### src/rtl/if_id_stage_pkg.sv
// rtl/if_id_stage_pkg.sv - shared constants, action encoding and helpers for the IF stage
package if_id_stage_pkg;

  // Default reset PC; fetch restarts here after every reset.
  localparam logic [31:0] DEF_RESET_PC  = 32'h0000_0000;
  // Bubble written into IF/ID on reset/flush (sll $0,$0,0).
  localparam logic [31:0] DEF_NOP_INSTR = 32'h0000_0000;

  // What the stage does on the coming edge, in priority order.
  typedef enum logic [1:0] {
    ACT_RESET    = 2'd0,
    ACT_REDIRECT = 2'd1,
    ACT_STALL    = 2'd2,
    ACT_ADVANCE  = 2'd3
  } stage_action_e;

  // Priority: reset > redirect > stall > advance.
  // A redirect beats a stall because the stalled instruction is on the wrong path.
  function automatic stage_action_e decode_action(input logic rst,
                                                  input logic redirect,
                                                  input logic pc_ifwrite);
    if (rst)              return ACT_RESET;
    else if (redirect)    return ACT_REDIRECT;
    else if (!pc_ifwrite) return ACT_STALL;
    else                  return ACT_ADVANCE;
  endfunction

  // Force a byte address onto a word boundary.
  function automatic logic [31:0] align_word(input logic [31:0] addr);
    return {addr[31:2], 2'b00};
  endfunction

endpackage

### src/rtl/if_id_stage_if.sv
// rtl/if_id_stage_if.sv - instruction memory bus and IF/ID register outputs
interface if_id_stage_if;
  logic [31:0] imem_addr;
  logic [31:0] imem_rdata;
  logic [31:0] id_instr;
  logic [31:0] id_pc_plus4;
  logic        id_valid;

  // The fetch stage drives the address and the IF/ID register contents.
  modport master (
    output imem_addr,
    input  imem_rdata,
    output id_instr,
    output id_pc_plus4,
    output id_valid
  );

  // Memory model / decode side.
  modport slave (
    input  imem_addr,
    output imem_rdata,
    input  id_instr,
    input  id_pc_plus4,
    input  id_valid
  );
endinterface

### src/rtl/pc_reg.sv
// rtl/pc_reg.sv - PC register with redirect mux, target alignment and +4 adder
module pc_reg
  import if_id_stage_pkg::*;
#(
  parameter logic [31:0] RESET_PC = DEF_RESET_PC
) (
  input  logic        clk,
  input  logic        rst,
  input  logic        advance,
  input  logic        redirect,
  input  logic [31:0] redirect_pc,
  output logic [31:0] pc,
  output logic [31:0] pc_plus4,
  output logic        target_misaligned
);

  logic [31:0] pc_q;
  logic [31:0] pc_d;

  // Sequential +4 wraps naturally modulo 2^32; no error is raised for it.
  assign pc_plus4          = pc_q + 32'd4;
  assign pc                = pc_q;
  assign target_misaligned = (redirect_pc[1:0] != 2'b00);

  // Next-PC select: redirect target (word aligned) beats sequential, otherwise hold.
  always_comb begin
    pc_d = pc_q;
    if (redirect)     pc_d = align_word(redirect_pc);
    else if (advance) pc_d = pc_plus4;
  end

  // PC register with synchronous reset.
  always_ff @(posedge clk) begin
    if (rst) pc_q <= align_word(RESET_PC);
    else     pc_q <= pc_d;
  end

endmodule

### src/rtl/if_id_stage.sv
// rtl/if_id_stage.sv - instruction fetch stage and IF/ID pipeline register
module if_id_stage
  import if_id_stage_pkg::*;
#(
  parameter logic [31:0] RESET_PC  = DEF_RESET_PC,
  parameter logic [31:0] NOP_INSTR = DEF_NOP_INSTR,
  parameter int          CNT_W     = 32
) (
  input  logic               clk,
  input  logic               rst,
  if_id_stage_if.master      bus,
  input  logic               PC_IFWrite,
  input  logic               redirect,
  input  logic [31:0]        redirect_pc,
  output logic               misalign_err,
  output logic [CNT_W-1:0]   stall_cnt,
  output logic [CNT_W-1:0]   flush_cnt
);

  stage_action_e action;
  logic [31:0]   pc;
  logic [31:0]   pc_plus4;
  logic          target_misaligned;

  logic [31:0]      id_instr_q,    id_instr_d;
  logic [31:0]      id_pc_plus4_q, id_pc_plus4_d;
  logic             id_valid_q,    id_valid_d;
  logic             misalign_q,    misalign_d;
  logic [CNT_W-1:0] stall_cnt_q,   stall_cnt_d;
  logic [CNT_W-1:0] flush_cnt_q,   flush_cnt_d;

  // One decision per cycle drives both the PC and the IF/ID register.
  assign action = decode_action(rst, redirect, PC_IFWrite);

  pc_reg #(
    .RESET_PC (RESET_PC)
  ) u_pc_reg (
    .clk               (clk),
    .rst               (rst),
    .advance           (action == ACT_ADVANCE),
    .redirect          (action == ACT_REDIRECT),
    .redirect_pc       (redirect_pc),
    .pc                (pc),
    .pc_plus4          (pc_plus4),
    .target_misaligned (target_misaligned)
  );

  // Memory always sees the live PC, so a stalled fetch simply re-reads the same word.
  assign bus.imem_addr   = pc;
  assign bus.id_instr    = id_instr_q;
  assign bus.id_pc_plus4 = id_pc_plus4_q;
  assign bus.id_valid    = id_valid_q;
  assign misalign_err    = misalign_q;
  assign stall_cnt       = stall_cnt_q;
  assign flush_cnt       = flush_cnt_q;

  // Next state of IF/ID, sticky flag and saturating counters.
  always_comb begin
    id_instr_d    = id_instr_q;
    id_pc_plus4_d = id_pc_plus4_q;
    id_valid_d    = id_valid_q;
    misalign_d    = misalign_q;
    stall_cnt_d   = stall_cnt_q;
    flush_cnt_d   = flush_cnt_q;
    case (action)
      ACT_REDIRECT: begin
        id_instr_d    = NOP_INSTR;
        id_pc_plus4_d = 32'd0;
        id_valid_d    = 1'b0;
        misalign_d    = misalign_q | target_misaligned;
        if (!(&flush_cnt_q)) flush_cnt_d = flush_cnt_q + CNT_W'(1);
      end
      ACT_STALL: begin
        if (!(&stall_cnt_q)) stall_cnt_d = stall_cnt_q + CNT_W'(1);
      end
      ACT_ADVANCE: begin
        id_instr_d    = bus.imem_rdata;
        id_pc_plus4_d = pc_plus4;
        id_valid_d    = 1'b1;
      end
      default: ;
    endcase
  end

  // IF/ID register and bookkeeping state; reset wins over any redirect or stall.
  always_ff @(posedge clk) begin
    if (rst) begin
      id_instr_q    <= NOP_INSTR;
      id_pc_plus4_q <= 32'd0;
      id_valid_q    <= 1'b0;
      misalign_q    <= 1'b0;
      stall_cnt_q   <= '0;
      flush_cnt_q   <= '0;
    end else begin
      id_instr_q    <= id_instr_d;
      id_pc_plus4_q <= id_pc_plus4_d;
      id_valid_q    <= id_valid_d;
      misalign_q    <= misalign_d;
      stall_cnt_q   <= stall_cnt_d;
      flush_cnt_q   <= flush_cnt_d;
    end
  end

endmodule

### src/flat_wrapper.sv
// flat-port wrapper written by rule: the top's interface ports become plain ports
module if_id_stage_flat import if_id_stage_pkg::*;
#(
  parameter logic [31:0] RESET_PC  = DEF_RESET_PC,
  parameter logic [31:0] NOP_INSTR = DEF_NOP_INSTR,
  parameter int          CNT_W     = 32
)
  (clk, rst, PC_IFWrite, redirect, redirect_pc, misalign_err, stall_cnt, flush_cnt, bus_imem_addr, bus_imem_rdata, bus_id_instr, bus_id_pc_plus4, bus_id_valid);
  if_id_stage_if bus_i ();
  input  logic clk;
  input  logic rst;
  input  logic PC_IFWrite;
  input  logic redirect;
  input  logic [31:0] redirect_pc;
  output logic misalign_err;
  output logic [CNT_W-1:0] stall_cnt;
  output logic [CNT_W-1:0] flush_cnt;
  output wire logic [$bits(bus_i.imem_addr)-1:0] bus_imem_addr;
  input wire logic [$bits(bus_i.imem_rdata)-1:0] bus_imem_rdata;
  output wire logic [$bits(bus_i.id_instr)-1:0] bus_id_instr;
  output wire logic [$bits(bus_i.id_pc_plus4)-1:0] bus_id_pc_plus4;
  output wire logic [$bits(bus_i.id_valid)-1:0] bus_id_valid;
  assign bus_imem_addr = bus_i.imem_addr;
  assign bus_i.imem_rdata = bus_imem_rdata;
  assign bus_id_instr = bus_i.id_instr;
  assign bus_id_pc_plus4 = bus_i.id_pc_plus4;
  assign bus_id_valid = bus_i.id_valid;
  if_id_stage #(.RESET_PC(RESET_PC), .NOP_INSTR(NOP_INSTR), .CNT_W(CNT_W)) u_core (.clk(clk), .rst(rst), .bus(bus_i), .PC_IFWrite(PC_IFWrite), .redirect(redirect), .redirect_pc(redirect_pc), .misalign_err(misalign_err), .stall_cnt(stall_cnt), .flush_cnt(flush_cnt));
endmodule
### config.mk
export PLATFORM = sky130hd
export DESIGN_NAME = if_id_stage_flat
export DESIGN_NICKNAME = d
export VERILOG_FILES = /design/src/rtl/if_id_stage_pkg.sv /design/src/rtl/if_id_stage_if.sv /design/src/rtl/pc_reg.sv /design/src/rtl/if_id_stage.sv /design/src/flat_wrapper.sv
export SDC_FILE = /design/constraint.sdc
export NUM_CORES = 1
export LEC_CHECK = 0
export ABC_CLOCK_PERIOD_IN_PS = 5100
export CAP_MARGIN = 5
export CORE_MARGIN = 2
export CORE_UTILIZATION = 52
export DETAILED_ROUTE_END_ITERATION = 12
export PLACE_DENSITY = 0.85
export SLEW_MARGIN = 15
export SYNTH_ARGS = -nofsm -noshare
export SYNTH_HDL_FRONTEND = slang
export SYNTH_HIERARCHICAL = 1
export SYNTH_SLANG_ARGS = --single-unit
export TNS_END_PERCENT = 1
### constraint.sdc
create_clock -name clk -period 5.1 [get_ports clk]
set_input_delay 1.275 -clock clk [delete_from_list [all_inputs] [get_ports clk]]
set_output_delay 1.275 -clock clk [all_outputs]
set_load 0.05 [all_outputs]
==> results.ini, run 1 <==
[min_path]
whs_path_depth=2
hold_end=u_core/bus.id_valid
min_path_type=register to register
hold_start=u_core/bus.id_valid

[clocking]
cts.reportedPaths.clkPinSlew_ns=0.06
cts_tree=built
cts_made_buffers=17
clock-root-buffer=clkbuf_16
cts_hold_buf=0
cts_setup_buffers=0
ctsResizeCount=0
clk_latency_ns=0.42
cts_buffer_depth=2
htreeDepth=4
cts_sinks=160

[setup_path]
critical_path_class=input pin to register
cp-start-kind=input pin
r2r.worst_path.cells=7
crit_required_ns=5.39
cp_slowest_cell=clkdlybuf4s50_1
worstPathCellList=clkdlybuf4s50_1, or2_2, nor2_1, nand4_1, nor4_2, nand2_1, a2111oi_0
critPathMaxStageDelay_ns=0.62
setup.worst_path.end_class=register
crit_fanout=8
cp_data_arrival_time_ns=4.18
worstReg2RegEnd=u_core/bus.id_pc_plus4[28]
r2r_slack_ns=2.46
r2r-start=u_core/u_pc_reg/pc[2]

[global_route]
antenna_found_initial=0
grt-ovfl-total=0
grt_pass1_wl_um=35000
grt_pass1_vias=7144
grt_max_degree=66
track_usage=0.265

[power_and_ir_drop]
peakVddDrop_uv=281
finalPower_mw=3.21
p_per_area_mw_per_mm2=296
p_leak_nw=3.84

[sta]
grt_setup_unrepaired=false
setup_slack_ns=1.20
worstMarginPinSlew_ns=1.05
max_freq_mhz=257
skew_ns=0.0104
tns_ns=0
hold_viol=0
finalSetupViolations=0
fin_crit_ns=3.90
finalMaxSlewViolations=0
relSlewSlack=0.297
fin_crit_sh=0.764

[synth]
yosys.area.top_type=dfxtp_1
synth_cells=909
synth_common_cells=dfxtp_1 (160), nor2_1 (115), mux2i_1 (69), nand2_1 (58), a21oi_1 (52)
syn_area_mm2=0.00783
ys_top_cells_by_area=dfxtp_1 (41%), mux2i_1 (8.8%), nor2_1 (5.5%)
yosysMostFrequentCell=dfxtp_1
synth_edf_count=0
synth.avg_cell_area_um2=8.61
ys_ff_latch=160
yosysWarnings=6
ys_types=65
synth_ff_type=dfxtp_1
async_reset_ff_frac=0
synth_top_area_share=0.409
ys_seq_area_frac=0.409

[floorplanning]
die-area_mm2=0.0160
die_w_um=127
die_h_um=127
start_util=0.534
io_pins=230
rows=44
core_area_mm2=0.0146

[place]
dp.cells=1272
place_ws_ns=0.887
finalWeightedCongestion=0.878
port_buffers=227
dp_hpwl_um=15100

[detailed_routing]
viasPerCell=5.85
wl_um=21700
vias=7632
first_pass_iters=5
antenna_left=0
drc=0
first_iter_violations=702
wl_per_cell_um=16.7

[status]
outcome=completed

[layout]
layout-drive-gt1-share=0.0598
nets=1178
flow.area_growth_from_synthesis_pct=38.6
n_antenna_cell=0
finish.utilization=0.740
fin_cells=1304

[run]
drv_cap=0

-- where the power goes --
part	internal (mW)	switching, mW
Combinational	0.157	0.226
Sequential	1.28	0.0472
Clock	0.984	0.518
Total	2.42	0.792
-- cell families after synthesis --
| logic type | share of synthesized area |
|---|---|
| multiplexers | 0.0955 |
| AO/OA/AOI/OAI | 0.132 |
| other | 0.000479 |
| AND/OR/NAND/NOR | 0.259 |
| adder cells (fa/ha/maj) | 0.00480 |
| flip-flops | 0.409 |
| XOR/XNOR | 0.0515 |
| buffers and inverters | 0.0467 |
-- worst max-delay path, delay by kind of cell --
family / cells / cell delay (ns)
AOI/OAI and AO/OA: 1 / 0.40
buffers and inverters: 1 / 0.62
and+or+nand+nor: 5 / 1.88
-- worst max-delay path by stage --
stage               start                endpoint
2_1_floorplan  PC_IFWrite  u_core/u_pc_reg/pc[27]
3_3_place_gp     redirect  u_core/u_pc_reg/pc[23]
3_5_place_dp     redirect  u_core/u_pc_reg/pc[23]
4_1_cts          redirect  u_core/u_pc_reg/pc[23]
5_1_grt          redirect  u_core/u_pc_reg/pc[23]
6_report         redirect  u_core/u_pc_reg/pc[23]
-- per-layer routing --
layer | global-route usage | share of wire | vias to the layer above | routed length (um)
met5 | 0 | 0 | - | 0
met4 | 0.103 | 0.026 | 0 | 567
met3 | 0.0687 | 0.085 | 44 | 1840
met2 | 0.432 | 0.47 | 355 | 10200
met1 | 0.337 | 0.42 | 3549 | 9110
li1 | - | - | 3684 | -
-- stage by stage --
stage	hold WS [ns]	instance area, um2
4_1_cts	0.479	10800
5_1_grt	0.525	10800
3_3_place_gp	0.451	10100
6_report	0.477	10800
2_1_floorplan	0.692	7840
3_5_place_dp	0.460	10100
-- area by class of cell --
class / instances / area, um2
Timing Repair Buffer: 236 / 2330
Inverter: 24 / 90.1
Multi-Input combinational cell: 668 / 4290
Tap cell: 184 / 230
Fill cell: 1085 / 3800
Clock inverter: 13 / 256
Clock buffer: 19 / 443
Sequential cell: 160 / 3200
-- cells in the final DEF (no fill, tap or decap), types with 7 or more instances in the layout --
master	Yosys	layout
nand2_1	58	58
o21ai_0	35	35
a211oi_1	10	10
clkbuf_16	0	17
nand3_1	31	31
bufinv_16	0	7
xnor2_1	26	26
o31ai_1	18	18
and4_1	11	11
nand4_1	35	35
clkdlybuf4s50_1	0	225
or3_1	33	33
nor2b_1	7	7
or4_1	18	18
nor2_1	115	115
a21oi_1	52	52
inv_1	22	22
nor3_1	20	20
buf_4	5	10
dfxtp_1	160	160
and3_1	12	12
xor2_1	20	20
nor4_1	9	8
and2_1	7	7
mux2i_1	69	69
Power figures use the tool's default switching activity.
==> run 2, diff against run 1 <==
--- a/config.mk
+++ b/config.mk
@@ -5,12 +5,12 @@
 export SDC_FILE = /design/constraint.sdc
 export NUM_CORES = 1
 export LEC_CHECK = 0
-export ABC_CLOCK_PERIOD_IN_PS = 5100
+export ABC_CLOCK_PERIOD_IN_PS = 3300
 export CAP_MARGIN = 5
 export CORE_MARGIN = 2
-export CORE_UTILIZATION = 52
+export CORE_UTILIZATION = 43
 export DETAILED_ROUTE_END_ITERATION = 12
-export PLACE_DENSITY = 0.85
+export PLACE_DENSITY = 0.75
 export SLEW_MARGIN = 15
 export SYNTH_ARGS = -nofsm -noshare
 export SYNTH_HDL_FRONTEND = slang
==> constraint.sdc (replaced) <==
create_clock -name clk -period 3.3 [get_ports clk]
set_input_delay 0.825 -clock clk [delete_from_list [all_inputs] [get_ports clk]]
set_output_delay 0.825 -clock clk [all_outputs]
set_load 0.05 [all_outputs]
==> results.ini, run 2 (synthesized netlist as in run 1, its figures left out) <==
[status]
outcome=completed

[floorplanning]
rows=49
io_pins=230
die_w_um=139
die-area_mm2=0.0193
die_h_um=139
core_area_mm2=0.0179
start_util=0.437

[setup_path]
cp_slowest_cell=clkdlybuf4s50_1
critical_path_class=input pin to register
worstPathCellList=clkdlybuf4s50_1, or2_2, nor2_1, buf_4, nand4_1, nor4_1, xnor2_1, a211oi_1
crit_fanout=20
cp_data_arrival_time_ns=3.19
crit_required_ns=3.64
critPathMaxStageDelay_ns=0.41
cp-start-kind=input pin
crit_family=simple AND/OR/NAND/NOR gates
setup.worst_path.end_class=register
worst-path-buf-inv=2

[detailed_routing]
drc=0
first_pass_iters=6
first_iter_violations=510
antenna_left=0
vias=7615
wl_um=22200
viasPerCell=5.60
wl_per_cell_um=16.3

[power_and_ir_drop]
p_per_area_mw_per_mm2=426
peakVddDrop_uv=358
p_leak_nw=3.84

[sta]
fin_crit_sh=0.865
finalMaxSlewViolations=0
max_freq_mhz=350
tns_ns=0
skew_ns=0.00624
fin_crit_ns=2.86
worstMarginPinSlew_ns=1.16
relSlewSlack=0.213
hold_viol=0
grt_setup_unrepaired=false
timing.hold.ws_ns=0.477
finalSetupViolations=0

[layout]
final_area_mm2=0.0109
final_common_cell=clkdlybuf4s50_1
finish.utilization=0.607
layout-drive-gt1-share=0.0654
flow.area_growth_from_synthesis_pct=38.9
fin_cells=1360
final_cell_mix=clkdlybuf4s50_1 (225), dfxtp_1 (160), nor2_1 (115)
n_antenna_cell=0
nets=1191

[global_route]
antenna_found_initial=1
grt-ovfl-total=0
track_usage=0.224
grt_pass1_wl_um=35700
grt_max_degree=66
grt_pass1_vias=7025

[clocking]
cts_sinks=160
cts_made_buffers=17
cts_tree=built
cts_setup_buffers=0
clk_latency_ns=0.42
clock-root-buffer=clkbuf_16
htreeDepth=4
ctsResizeCount=0
cts_buffer_depth=2
cts_hold_buf=0
cts.reportedPaths.clkPinSlew_ns=0.06

[place]
place_area_mm2=0.0103
dp_hpwl_um=15700
finalWeightedCongestion=0.844
port_buffers=227
dp.cells=1330

[min_path]
min_path_type=register to register

[run]
drv_cap=0

[run 2: layout make-up]
class                      instances  area [um2]
clock buffer                      21         440
clock inverter                     9         136
fill                            1647        7040
inverter                          24        90.1
multi-input combinational        668        4280
sequential                       160        3200
tap                              229         287
timing repair buffer             249        2430
[run 2: per-layer routing]
layer | wire length (um) | global-route usage | vias to the layer above
met4 | 420 | 0.0702 | 2
met5 | 15 | 0 | -
li1 | - | - | 3712
met3 | 1730 | 0.0646 | 33
met2 | 10600 | 0.373 | 257
met1 | 9480 | 0.282 | 3611
[run 2: worst register-to-register path, delay by kind of cell (launching register included)]
kind | cells | cell delay [ns]
compound gates | 2 | 1.05
simple gates | 3 | 1.04
flops | 1 | 0.41
[run 2: per-stage QoR]
| step | worst slack [ns] | total power, mW |
|---|---|---|
| detailed placement | 0.0435 | 2.69 |
| CTS | 0.462 | 4.67 |
| global placement | 0.137 | 2.69 |
| global route | 0.234 | 4.80 |
| finish | 0.444 | 4.62 |
| floorplan | 0.0152 | 2.46 |
[run 2: path summary, 6_finish.rpt]
path                                            from                endpoint  slack, ns  cells past startpoint
worst min-delay path             u_core/bus.id_valid     u_core/bus.id_valid       0.48                      2
worst max register to register  u_core/flush_cnt[15]    u_core/flush_cnt[23]       0.67                      5
worst min register to register   u_core/bus.id_valid     u_core/bus.id_valid       0.48                      2
worst max-delay path                        redirect  u_core/u_pc_reg/pc[16]       0.44                      8
[run 2: power by group]
group	total [mW]	switching (mW)	internal, mW
logic	0.603	0.356	0.247
registers	2.05	0.0688	1.98
clock network	1.97	0.787	1.18
